### config.mk
export PLATFORM = sky130hd
export DESIGN_NAME = divisor_palabra_16
export DESIGN_NICKNAME = d
export VERILOG_FILES = /design/src/rtl/divisor_palabra_16_pkg.sv /design/src/rtl/divisor_palabra_16.sv
export SDC_FILE = /design/constraint.sdc
export NUM_CORES = 1
export LEC_CHECK = 0
export CORE_UTILIZATION = 41
export DETAILED_ROUTE_END_ITERATION = 8
export PLACE_DENSITY = 0.73
export SYNTH_ARGS = -nofsm -noshare
export SYNTH_HDL_FRONTEND = slang
export SYNTH_SLANG_ARGS = --single-unit
### constraint.sdc
create_clock -name i_clk -period 1.65 [get_ports i_clk]
set_input_delay 0.495 -clock i_clk [delete_from_list [all_inputs] [get_ports i_clk]]
set_output_delay 0.495 -clock i_clk [all_outputs]
set_load 0.02 [all_outputs]
### src/rtl/divisor_palabra_16_pkg.sv
// Shared definitions for the 32->16 word splitter: state encodings and default widths.
package divisor_palabra_16_pkg;

   localparam int ANCHO_MEDIA_DEF   = 16;
   localparam int ANCHO_PALABRA_DEF = 2 * ANCHO_MEDIA_DEF;

   // Encoding 2'd3 is unused and falls back to VACIO.
   typedef enum logic [1:0] {
      VACIO   = 2'd0,
      PRIMERA = 2'd1,
      SEGUNDA = 2'd2
   } estado_t;

endpackage

### src/rtl/divisor_palabra_16.sv
// Splits a 2*ANCHO_MEDIA-bit word into two half-word beats on a valid/ready bus.
// Optional feature (macro SALTAR_MEDIA_CERO_EN): a word whose second-sent half is
// all zeros emits only its first beat, marked as the last one.
//
// state   | meaning
// --------+-----------------------------------------------------------
// VACIO   | no word buffered, ready to accept
// PRIMERA | first half on the bus, second half held in r_media_pend
// SEGUNDA | last beat on the bus; may accept the next word on transfer
module divisor_palabra_16
   import divisor_palabra_16_pkg::*;
#(
   parameter int ANCHO_MEDIA  = ANCHO_MEDIA_DEF,
   parameter bit ALTA_PRIMERO = 1'b1
) (
   input  logic                     i_clk,
   input  logic                     i_reset,
   input  logic [2*ANCHO_MEDIA-1:0] i_entrada,
   input  logic                     i_entrada_valida,
   output logic                     o_entrada_lista,
   output logic [ANCHO_MEDIA-1:0]   o_salida,
   output logic                     o_salida_valida,
   input  logic                     i_salida_lista,
   output logic                     o_salida_alta,
   output logic                     o_ultima
);

   estado_t                r_estado;
   logic [ANCHO_MEDIA-1:0] r_media_pend;

   logic [ANCHO_MEDIA-1:0] w_alta_entrada;
   logic [ANCHO_MEDIA-1:0] w_baja_entrada;
   logic [ANCHO_MEDIA-1:0] w_primera_entrada;
   logic [ANCHO_MEDIA-1:0] w_segunda_entrada;
   logic                   w_acepta;
   logic                   w_transfer;
   logic                   w_salta;

   assign w_alta_entrada    = i_entrada[2*ANCHO_MEDIA-1:ANCHO_MEDIA];
   assign w_baja_entrada    = i_entrada[ANCHO_MEDIA-1:0];
   assign w_primera_entrada = ALTA_PRIMERO ? w_alta_entrada : w_baja_entrada;
   assign w_segunda_entrada = ALTA_PRIMERO ? w_baja_entrada : w_alta_entrada;

`ifdef SALTAR_MEDIA_CERO_EN
   assign w_salta = (w_segunda_entrada == '0);
`else
   assign w_salta = 1'b0;
`endif

   // Ready is only raised when the current word is finished (or about to be).
   always_comb begin
      o_entrada_lista = 1'b0;
      if (!i_reset) begin
         case (r_estado)
            VACIO:   o_entrada_lista = 1'b1;
            SEGUNDA: o_entrada_lista = i_salida_lista;
            default: o_entrada_lista = 1'b0;
         endcase
      end
   end

   assign w_acepta   = i_entrada_valida && o_entrada_lista;
   assign w_transfer = o_salida_valida && i_salida_lista;

   // FSM with registered beat outputs; a skipped word goes straight to SEGUNDA
   // carrying its first half, so back-to-back acceptance works unchanged.
   always_ff @(posedge i_clk) begin
      if (i_reset) begin
         r_estado        <= VACIO;
         r_media_pend    <= '0;
         o_salida        <= '0;
         o_salida_valida <= 1'b0;
         o_salida_alta   <= 1'b0;
         o_ultima        <= 1'b0;
      end else begin
         case (r_estado)
            VACIO, SEGUNDA: begin
               if (w_acepta) begin
                  r_estado        <= w_salta ? SEGUNDA : PRIMERA;
                  r_media_pend    <= w_segunda_entrada;
                  o_salida        <= w_primera_entrada;
                  o_salida_valida <= 1'b1;
                  o_salida_alta   <= ALTA_PRIMERO;
                  o_ultima        <= w_salta;
               end else if (r_estado == SEGUNDA && w_transfer) begin
                  r_estado        <= VACIO;
                  o_salida        <= '0;
                  o_salida_valida <= 1'b0;
                  o_salida_alta   <= 1'b0;
                  o_ultima        <= 1'b0;
               end
            end
            PRIMERA: begin
               if (w_transfer) begin
                  r_estado      <= SEGUNDA;
                  o_salida      <= r_media_pend;
                  o_salida_alta <= !ALTA_PRIMERO;
                  o_ultima      <= 1'b1;
               end
            end
            default: begin
               r_estado        <= VACIO;
               r_media_pend    <= '0;
               o_salida        <= '0;
               o_salida_valida <= 1'b0;
               o_salida_alta   <= 1'b0;
               o_ultima        <= 1'b0;
            end
         endcase
      end
   end

endmodule

==> results of run 1 <==
[cells in the mapped netlist, types with 2 or more instances]
cell type / n
buf_4: 2
a221oi_1: 16
dfxtp_1: 36
a22o_1: 16
nor2_1: 21
buf_6: 5
a211oi_1: 6
inv_1: 32
clkbuf_1: 2
buf_2: 4
a211oi_2: 10
a21o_1: 2
[timing repair]
item	in CTS	in global routing
resized for setup	32	5
setup endpoints to repair	53	15
gates cloned	1	0
buffers inserted	4	0
pin swaps	5	1
[metrics by stage]
step	util [%]	hold slack, ps	instance area, µm²
final	63.6	453	2530
after global routing	63.6	467	2530
after CTS	62.8	456	2490
after detailed placement	59.7	447	2370
after global placement	59.7	446	2370
after floorplan	-	442	1720
[cell families after synthesis]
group | share of synthesized area (%)
DFF | 42.5
and+or+nand+nor | 9.23
muxes | 0.591
buffers and inverters | 15.4
AOI/OAI and AO/OA | 32.2
[state kept, by name, summed over array words and instances, names as in the netlist]
| name | flops |
|---|---|
| o_salida_alta | 1 |
| r_media_pend | 16 |
| o_salida_valida | 1 |
| r_estado | 2 |
| o_salida | 16 |
[layer usage]
layer,up-vias,share of wire [%]
met5,-,0
met4,0,1.5
met3,4,3.5
met2,43,46
met1,684,49
li1,758,-
[report_power, final]
group	total (mW)	switching [mW]	internal [mW]
Sequential	0.977	0.0375	0.939
Combinational	0.555	0.262	0.293
Clock	0.624	0.284	0.340
[worst reg2reg max path, cell delays in order, from the launching register on]
cell and delay [ps]:
dfxtp_1 310, buf_4 160, a21o_1 210, a32oi_4 200
buf_6 140, buf_4 100, and2_4 220, a211oi_2 90
[final cells by class]
type,count,area (µm²),share of cell area [%]
Clock buffer,8,90.1,3.57
Inverter,33,124,4.90
Multi-Input combinational cell,91,787,31.2
Sequential cell,36,721,28.5
Tap cell,50,62.6,2.48
Timing Repair Buffer,77,742,29.4
[final timing paths]
| check | end | startpoint | cells past startpoint | slack, ps |
|---|---|---|---|---|
| setup / recovery | o_salida[4] | i_salida_lista | 7 | 40 |
| hold / removal | o_salida[12] | o_salida[12] | 2 | 450 |
| setup reg to reg | o_salida[15] | r_estado[1] | 7 | 110 |
| hold reg to reg | o_salida[12] | o_salida[12] | 2 | 450 |
==> results.yml, run 1 <==
status:
  status: "finished clean"
die:
  start_util_pct: 42.7
  core_um2: 3970
  ios: 56
  die_area_um2: 4390
  num_rows: 23
  die_h_um: 66.3
  die_x_um: 66.3
setup_path:
  cp_max_fo: 13
  crit_chain: "clkdlybuf4s15_1 > buf_6 > nand2b_4 > and3_1 > buf_4 > a221oi_1 > a211oi_2"
  path_buf_inv: 3
  max_stage_delay_ps: 360
  worstPathArrival_ps: 1770
  cpMaxStageDelayCell: "a221oi_1"
  cpLargestDelayFamily: "buffers and inverters"
  critPathKind: "in2reg"
  required_ps: 1810
  endpoint_kind: "register"
  startpoint_type: "input port"
yosys:
  synthDistinctLibCells: 35
  avgSynthCellArea_um2: 9.68
  synth_edf_count: 0
  ys_ff_latch: 36
  syn_nets: 211
  yosysTopAreaCell: "dfxtp_1"
  netlist_area_um2: 1690
  synthDominantCellAreaShare_pct: 42.5
  syn_inst: 175
  ys_warn_count: 0
  ys.flop_type: "dfxtp_1"
  async_flop_share_pct: 0
  ys_seq_area_share_pct: 42.5
  synthTopCellsByArea: "dfxtp_1, a221oi_1, a22o_1"
cells_and_area:
  antenna_cells: 0
  area_delta_synth_final_pct: 49.1
  layout_common_cells: "dfxtp_1, inv_1, clkdlybuf4s50_1"
  final_nets: 280
  nFillCells: 358
  drive_gt1_share_pct: 22.9
  final_common_cell: "dfxtp_1"
  final_cells: 295
drt:
  vias_per_cell: 5.05
  dr.first_iter.drc_count: 106
  drcViolationCount: 0
  drt-pass1-iter-count: 6
  detail_route.wirelength_um: 4010
  route.vias.total: 1489
  wl_per_cell_um: 13.6
  ant_nets: 0
global_routing:
  grt.total_usage_pct: 19.5
  gr-usage-met3_pct: 3.62
  overflow: 0
  grt_pass1_wl_um: 6400
  top_usage_layer: "met2"
  grt_max_degree: 22
  use_met2_pct: 29.8
  first_global_vias: 1340
  gr-usage-met1_pct: 26.8
  antenna_found_initial: 0
placement:
  gp_congestion: 0.788
  port_buffers: 55
  dp_cells: 282
  dp_slack_ps: -603
  dp_hpwl_um: 2820
hold_path:
  hold_class: "reg2reg"
sta:
  setup_violations: 0
  timing.fmax_mhz: 620
  drv_slew: 0
  clock_skew_ps: 5.20
  maxSlewHeadroom_pct: 79.3
  hold_viol: 0
  period_needed_ps: 1610
  setup_tns_ps: 0
  rsz0062_at_grt: "yes"
  post-route-period-util_pct: 97.7
  finalWorstSetupSlack_ps: 37.9
  max_slew.worst_pin.slew_ps: 302
power:
  p_leak_nw: 1.04
  power_density_nw_per_um2: 853
  vdd_drop_max_mv: 0.600
  finalPower_mw: 2.16
clock_network:
  h-tree-depth: 2
  root_buffer: "clkbuf_8"
  cts_sinks: 36
  clkLatencyLatePin_ps: 270
  cts_tree: "done"
  cts_inserted_buffers: 5
  clkTransAtPathRegs_ps: 70
  cts_buffer_depth: 2
  postCtsHoldBufs: 0
run:
  drv_cap: 0
Note: power is estimated with default switching activity, not from simulation.
==> run 2: changes to the inputs <==
--- a/config.mk
+++ b/config.mk
@@ -5,6 +5,7 @@
 export SDC_FILE = /design/constraint.sdc
 export NUM_CORES = 1
 export LEC_CHECK = 0
+export CORE_MARGIN = 1.5
 export CORE_UTILIZATION = 41
 export DETAILED_ROUTE_END_ITERATION = 8
 export PLACE_DENSITY = 0.73
==> results.yml, run 2 (synthesis results as in run 1) <==
clock_network:
  cts_tree: "done"
  root_buffer: "clkbuf_8"
  cts_inserted_buffers: 5
  cts_buffer_depth: 2
  clkTransAtPathRegs_ps: 70
  h-tree-depth: 2
  clkLatencyLatePin_ps: 290
  cts_sinks: 36
drt:
  drt-pass1-iter-count: 4
  dr.first_iter.drc_count: 32
  route.vias.total: 1464
  detail_route.wirelength_um: 3970
  vias_per_cell: 4.98
  ant_nets: 0
  wl_per_cell_um: 13.5
  drcViolationCount: 0
cells_and_area:
  final_common_cell: "dfxtp_1"
  multiInputGateArea_um2: 776
  antenna_cells: 0
  area_delta_synth_final_pct: 50.7
  regArea_um2: 721
  nFillCells: 343
  final_nets: 279
  reg_top3: "o_salida (16), r_media_pend (16), r_estado (2)"
  drive_gt1_share_pct: 23.4
  layout_common_cells: "dfxtp_1, inv_1, clkdlybuf4s50_1"
  final_cells: 294
setup_path:
  critPathKind: "reg2out"
  crit_chain: "buf_4 > clkdlybuf4s15_1"
  cpMaxStageDelayCell: "dfxtp_1"
  endpoint_kind: "output port"
  worstPathArrival_ps: 1090
  max_stage_delay_ps: 330
  required_ps: 1150
  startpoint_type: "register"
  cp_max_fo: 9
  reg2reg_depth: 6
sta:
  drv_slew: 0
  holdWs_ps: 453
  finalWorstSetupSlack_ps: 64.3
  post-route-period-util_pct: 96.1
  period_needed_ps: 1590
  max_slew.worst_pin.slew_ps: 376
  timing.fmax_mhz: 631
  rsz0062_at_grt: "no"
  hold_viol: 0
  setup_violations: 0
  setup_tns_ps: 0
  maxSlewHeadroom_pct: 74.3
  clock_skew_ps: 6.17
global_routing:
  grt.total_usage_pct: 20.1
  overflow: 0
  first_global_vias: 1385
  grt_pass1_wl_um: 6690
  grt_max_degree: 22
  antenna_found_initial: 0
run:
  drv_cap: 0
die:
  core_um2: 4000
  ios: 56
  die_h_um: 67.3
  die_area_um2: 4530
  die_x_um: 67.3
  num_rows: 23
  start_util_pct: 42.4
placement:
  gp_congestion: 0.794
  dp_cells: 282
  dp_slack_ps: -603
  port_buffers: 55
  dp_hpwl_um: 2760
power:
  vdd_drop_max_mv: 0.691
  p_leak_nw: 1.04
  finalPower_mw: 2.30
  power_density_nw_per_um2: 899
status:
  status: "finished clean"
hold_path:
  hold_class: "reg2reg"
  hold_path_depth: 2
[run 2: layout make-up]
cell class | count | area share (%)
inverter | 33 | 4.85
clock buffer | 5 | 2.69
timing repair buffer | 76 | 29.7
multi-input combinational | 91 | 30.4
clock inverter | 3 | 1.67
sequential | 36 | 28.2
tap | 50 | 2.45
[run 2: path summary, 6_finish.rpt]
path	startpoint	to	slack, ps
worst min register to register	o_salida[11]	o_salida[11]	450
worst min-delay path	o_salida[11]	o_salida[11]	450
worst max-delay path	r_estado[1]	o_ultima	60
worst max register to register	r_estado[0]	o_salida[1]	140
[run 2: stage by stage]
| stage | instance area (µm²) | utilization [%] |
|---|---|---|
| CTS | 2550 | 63.7 |
| global placement | 2370 | 59.3 |
| floorplan | 1720 | - |
| global route | 2550 | 63.8 |
| detailed placement | 2370 | 59.3 |
| finish | 2550 | 63.8 |
[run 2: timing repair]
item,in CTS,in global routing
cloned,2,0
buffers inserted,2,0
hold buffers,0,0
pin swaps,2,5
gates resized for setup,33,5
endpoints found under the setup margin,54,12
[run 2: power by group]
| part | total, mW | leakage [nW] | switching, mW | internal [mW] |
|---|---|---|---|---|
| Sequential | 0.976 | 0.296 | 0.0369 | 0.939 |
| Combinational | 0.558 | 0.693 | 0.260 | 0.298 |
| Clock | 0.763 | 0.0541 | 0.316 | 0.447 |
[run 2: routing by layer]
| metal | vias to the layer above | share of wire [%] | track usage [%] |
|---|---|---|---|
| met5 | - | 0 | 0 |
| met3 | 5 | 5.4 | 5.67 |
| met2 | 47 | 46 | 29.6 |
| li1 | 758 | - | - |
| met4 | 0 | 1.1 | 6.89 |
| met1 | 654 | 48 | 28.2 |
[run 2: worst max-delay path: cells and delay by family (launching register included)]
family / cells / cell delay [ps]
buffers and inverters: 2 / 480
flip-flops: 1 / 330
==> run 3: changes to the inputs <==
--- a/config.mk
+++ b/config.mk
@@ -5,8 +5,9 @@
 export SDC_FILE = /design/constraint.sdc
 export NUM_CORES = 1
 export LEC_CHECK = 0
-export CORE_MARGIN = 1.5
+export CORE_MARGIN = 4
 export CORE_UTILIZATION = 41
+export CTS_CLUSTER_DIAMETER = 60
 export DETAILED_ROUTE_END_ITERATION = 8
 export PLACE_DENSITY = 0.73
 export SYNTH_ARGS = -nofsm -noshare
==> results.yml, run 3 (synthesis results as in run 1) <==
status:
  status: "finished clean"
die:
  die_x_um: 72.3
  ios: 56
  num_rows: 23
  die_h_um: 72.3
  die_area_um2: 5220
  core_um2: 4000
  start_util_pct: 42.4
run:
  drv_cap: 0
sta:
  drv_slew: 0
  period_needed_ps: 1610
  post-route-period-util_pct: 97.5
  maxSlewHeadroom_pct: 75.5
  max_slew.worst_pin.slew_ps: 358
  hold_viol: 0
  timing.fmax_mhz: 622
  clock_skew_ps: 3.12
  finalWorstSetupSlack_ps: 41.7
  rsz0062_at_grt: "no"
  setup_violations: 0
setup_path:
  crit_chain: "dlygate4sd2_1"
  reg2reg_slack_ps: 70
  max_stage_delay_ps: 460
  cpMaxStageDelayCell: "dfxtp_1"
  cp_max_fo: 8
  reg2reg_depth: 6
  startpoint_type: "register"
  path_buf_inv: 1
  critPathKind: "reg2out"
  required_ps: 1150
  r2r_start: "o_salida_valida"
  rr_endpoint: "o_salida[8]"
  worstPathArrival_ps: 1110
  endpoint_kind: "output port"
  cpLargestDelayFamily: "flip-flops"
global_routing:
  first_global_vias: 1378
  grt_pass1_wl_um: 6510
  grt.total_usage_pct: 16.1
  grt_max_degree: 22
  antenna_found_initial: 0
  overflow: 0
cells_and_area:
  antenna_cells: 0
  fin_util_pct: 63.9
  final_common_cell: "dfxtp_1"
  final_nets: 283
  drive_gt1_share_pct: 24.6
  layout_common_cells: "dfxtp_1, inv_1, clkdlybuf4s50_1"
  area_delta_synth_final_pct: 50.8
  reg_top3: "o_salida (16), r_media_pend (16), r_estado (2)"
clock_network:
  cts_inserted_buffers: 5
  cts_buffer_depth: 2
  cts_sinks: 36
  root_buffer: "clkbuf_8"
  h-tree-depth: 2
  cts_tree: "done"
  clkTransAtPathRegs_ps: 70
  clkLatencyLatePin_ps: 280
  postCtsHoldBufs: 0
placement:
  gp_congestion: 0.828
  dp_slack_ps: -628
  dp_hpwl_um: 2950
  port_buffers: 55
power:
  netSwitchingFraction_pct: 27.7
  power_density_nw_per_um2: 852
  p_leak_nw: 1.06
  seqPwrFrac_pct: 45.0
  pwr-share-comb_pct: 26.0
  power_switching_uw: 602
  power_frac_clock_pct: 29.1
  p_int_mw: 1.57
  vdd_drop_max_mv: 0.580
hold_path:
  hold_end: "o_salida[13]"
  hp-start: "o_salida[13]"
  hold_class: "reg2reg"
  hold_path_depth: 2
drt:
  drt-pass1-iter-count: 4
  detail_route.wirelength_um: 4120
  ant_nets: 0
  dr.first_iter.drc_count: 68
  wl_per_cell_um: 13.8
  route.vias.total: 1467
  drcViolationCount: 0
  vias_per_cell: 4.92
-- run 3: final cells by class --
| type | instances | area (µm²) |
|---|---|---|
| fillers | 319 | 1450 |
| well taps | 50 | 62.6 |
| multi-input cells | 91 | 779 |
| inverters | 33 | 124 |
| clock buffers | 6 | 82.6 |
| repair buffers | 80 | 776 |
| clock inverters | 2 | 10.0 |
| flip-flops and latches | 36 | 721 |
-- run 3: worst max path at each step --
stage	from	to	cells after the start
CTS	i_salida_lista	o_entrada_lista	4
floorplan	i_salida_lista	o_salida[3]	7
finish	o_salida_valida	o_salida_valida	1
detailed placement	i_salida_lista	o_entrada_lista	4
global route	i_salida_lista	o_salida[10]	8
global placement	i_salida_lista	o_entrada_lista	4
-- run 3: per-stage QoR --
stage / hold slack (ps) / power, mW / setup TNS, ps / instance area, µm² / instances
3_5_place_dp: 452 / 1.54 / -15910 / 2360 / 282
5_1_grt: 480 / 2.27 / 0 / 2550 / 298
2_1_floorplan: 442 / 1.31 / -303 / 1720 / 175
4_1_cts: 460 / 2.19 / 0 / 2550 / 298
6_report: 453 / 2.18 / 0 / 2550 / 298
3_3_place_gp: 445 / 1.53 / -15440 / 2360 / 282
-- run 3: metal layers --
metal  part of all wire (%)  global-route usage [%]  wire (µm)  vias up
met4                   0.36                    3.76         15        0
li1                       -                       -          -      762
met3                    5.5                    4.43        228        2
met5                      0                       0          0        -
met2                     45                    25.5       1870       42
met1                     49                    21.7       2000      661
-- run 3: what timing repair did --
action	4_1_cts	5_1_grt
setup buffers	6	0
resized for setup	37	4
endpoints found under the setup margin	53	18
pin swaps	4	2
gates cloned	2	0
-- run 3: power groups by stage --
| stage | registers (mW) | clock network [mW] | logic [mW] |
|---|---|---|---|
| 5_1_grt | 0.987 | 0.684 | 0.603 |
| 4_1_cts | 0.978 | 0.650 | 0.563 |
| 3_5_place_dp | 0.998 | 0 | 0.540 |
| 3_3_place_gp | 0.997 | 0 | 0.536 |
| 6_report | 0.978 | 0.633 | 0.565 |
| 2_1_floorplan | 1.04 | 0 | 0.268 |
-- run 3: tightest hold or removal path, delay by kind of cell, from the launching register on --
| family | cells | cell delay (ps) |
|---|---|---|
| compound gates | 1 | 50 |
| flops | 1 | 310 |
| buf+inv | 1 | 50 |
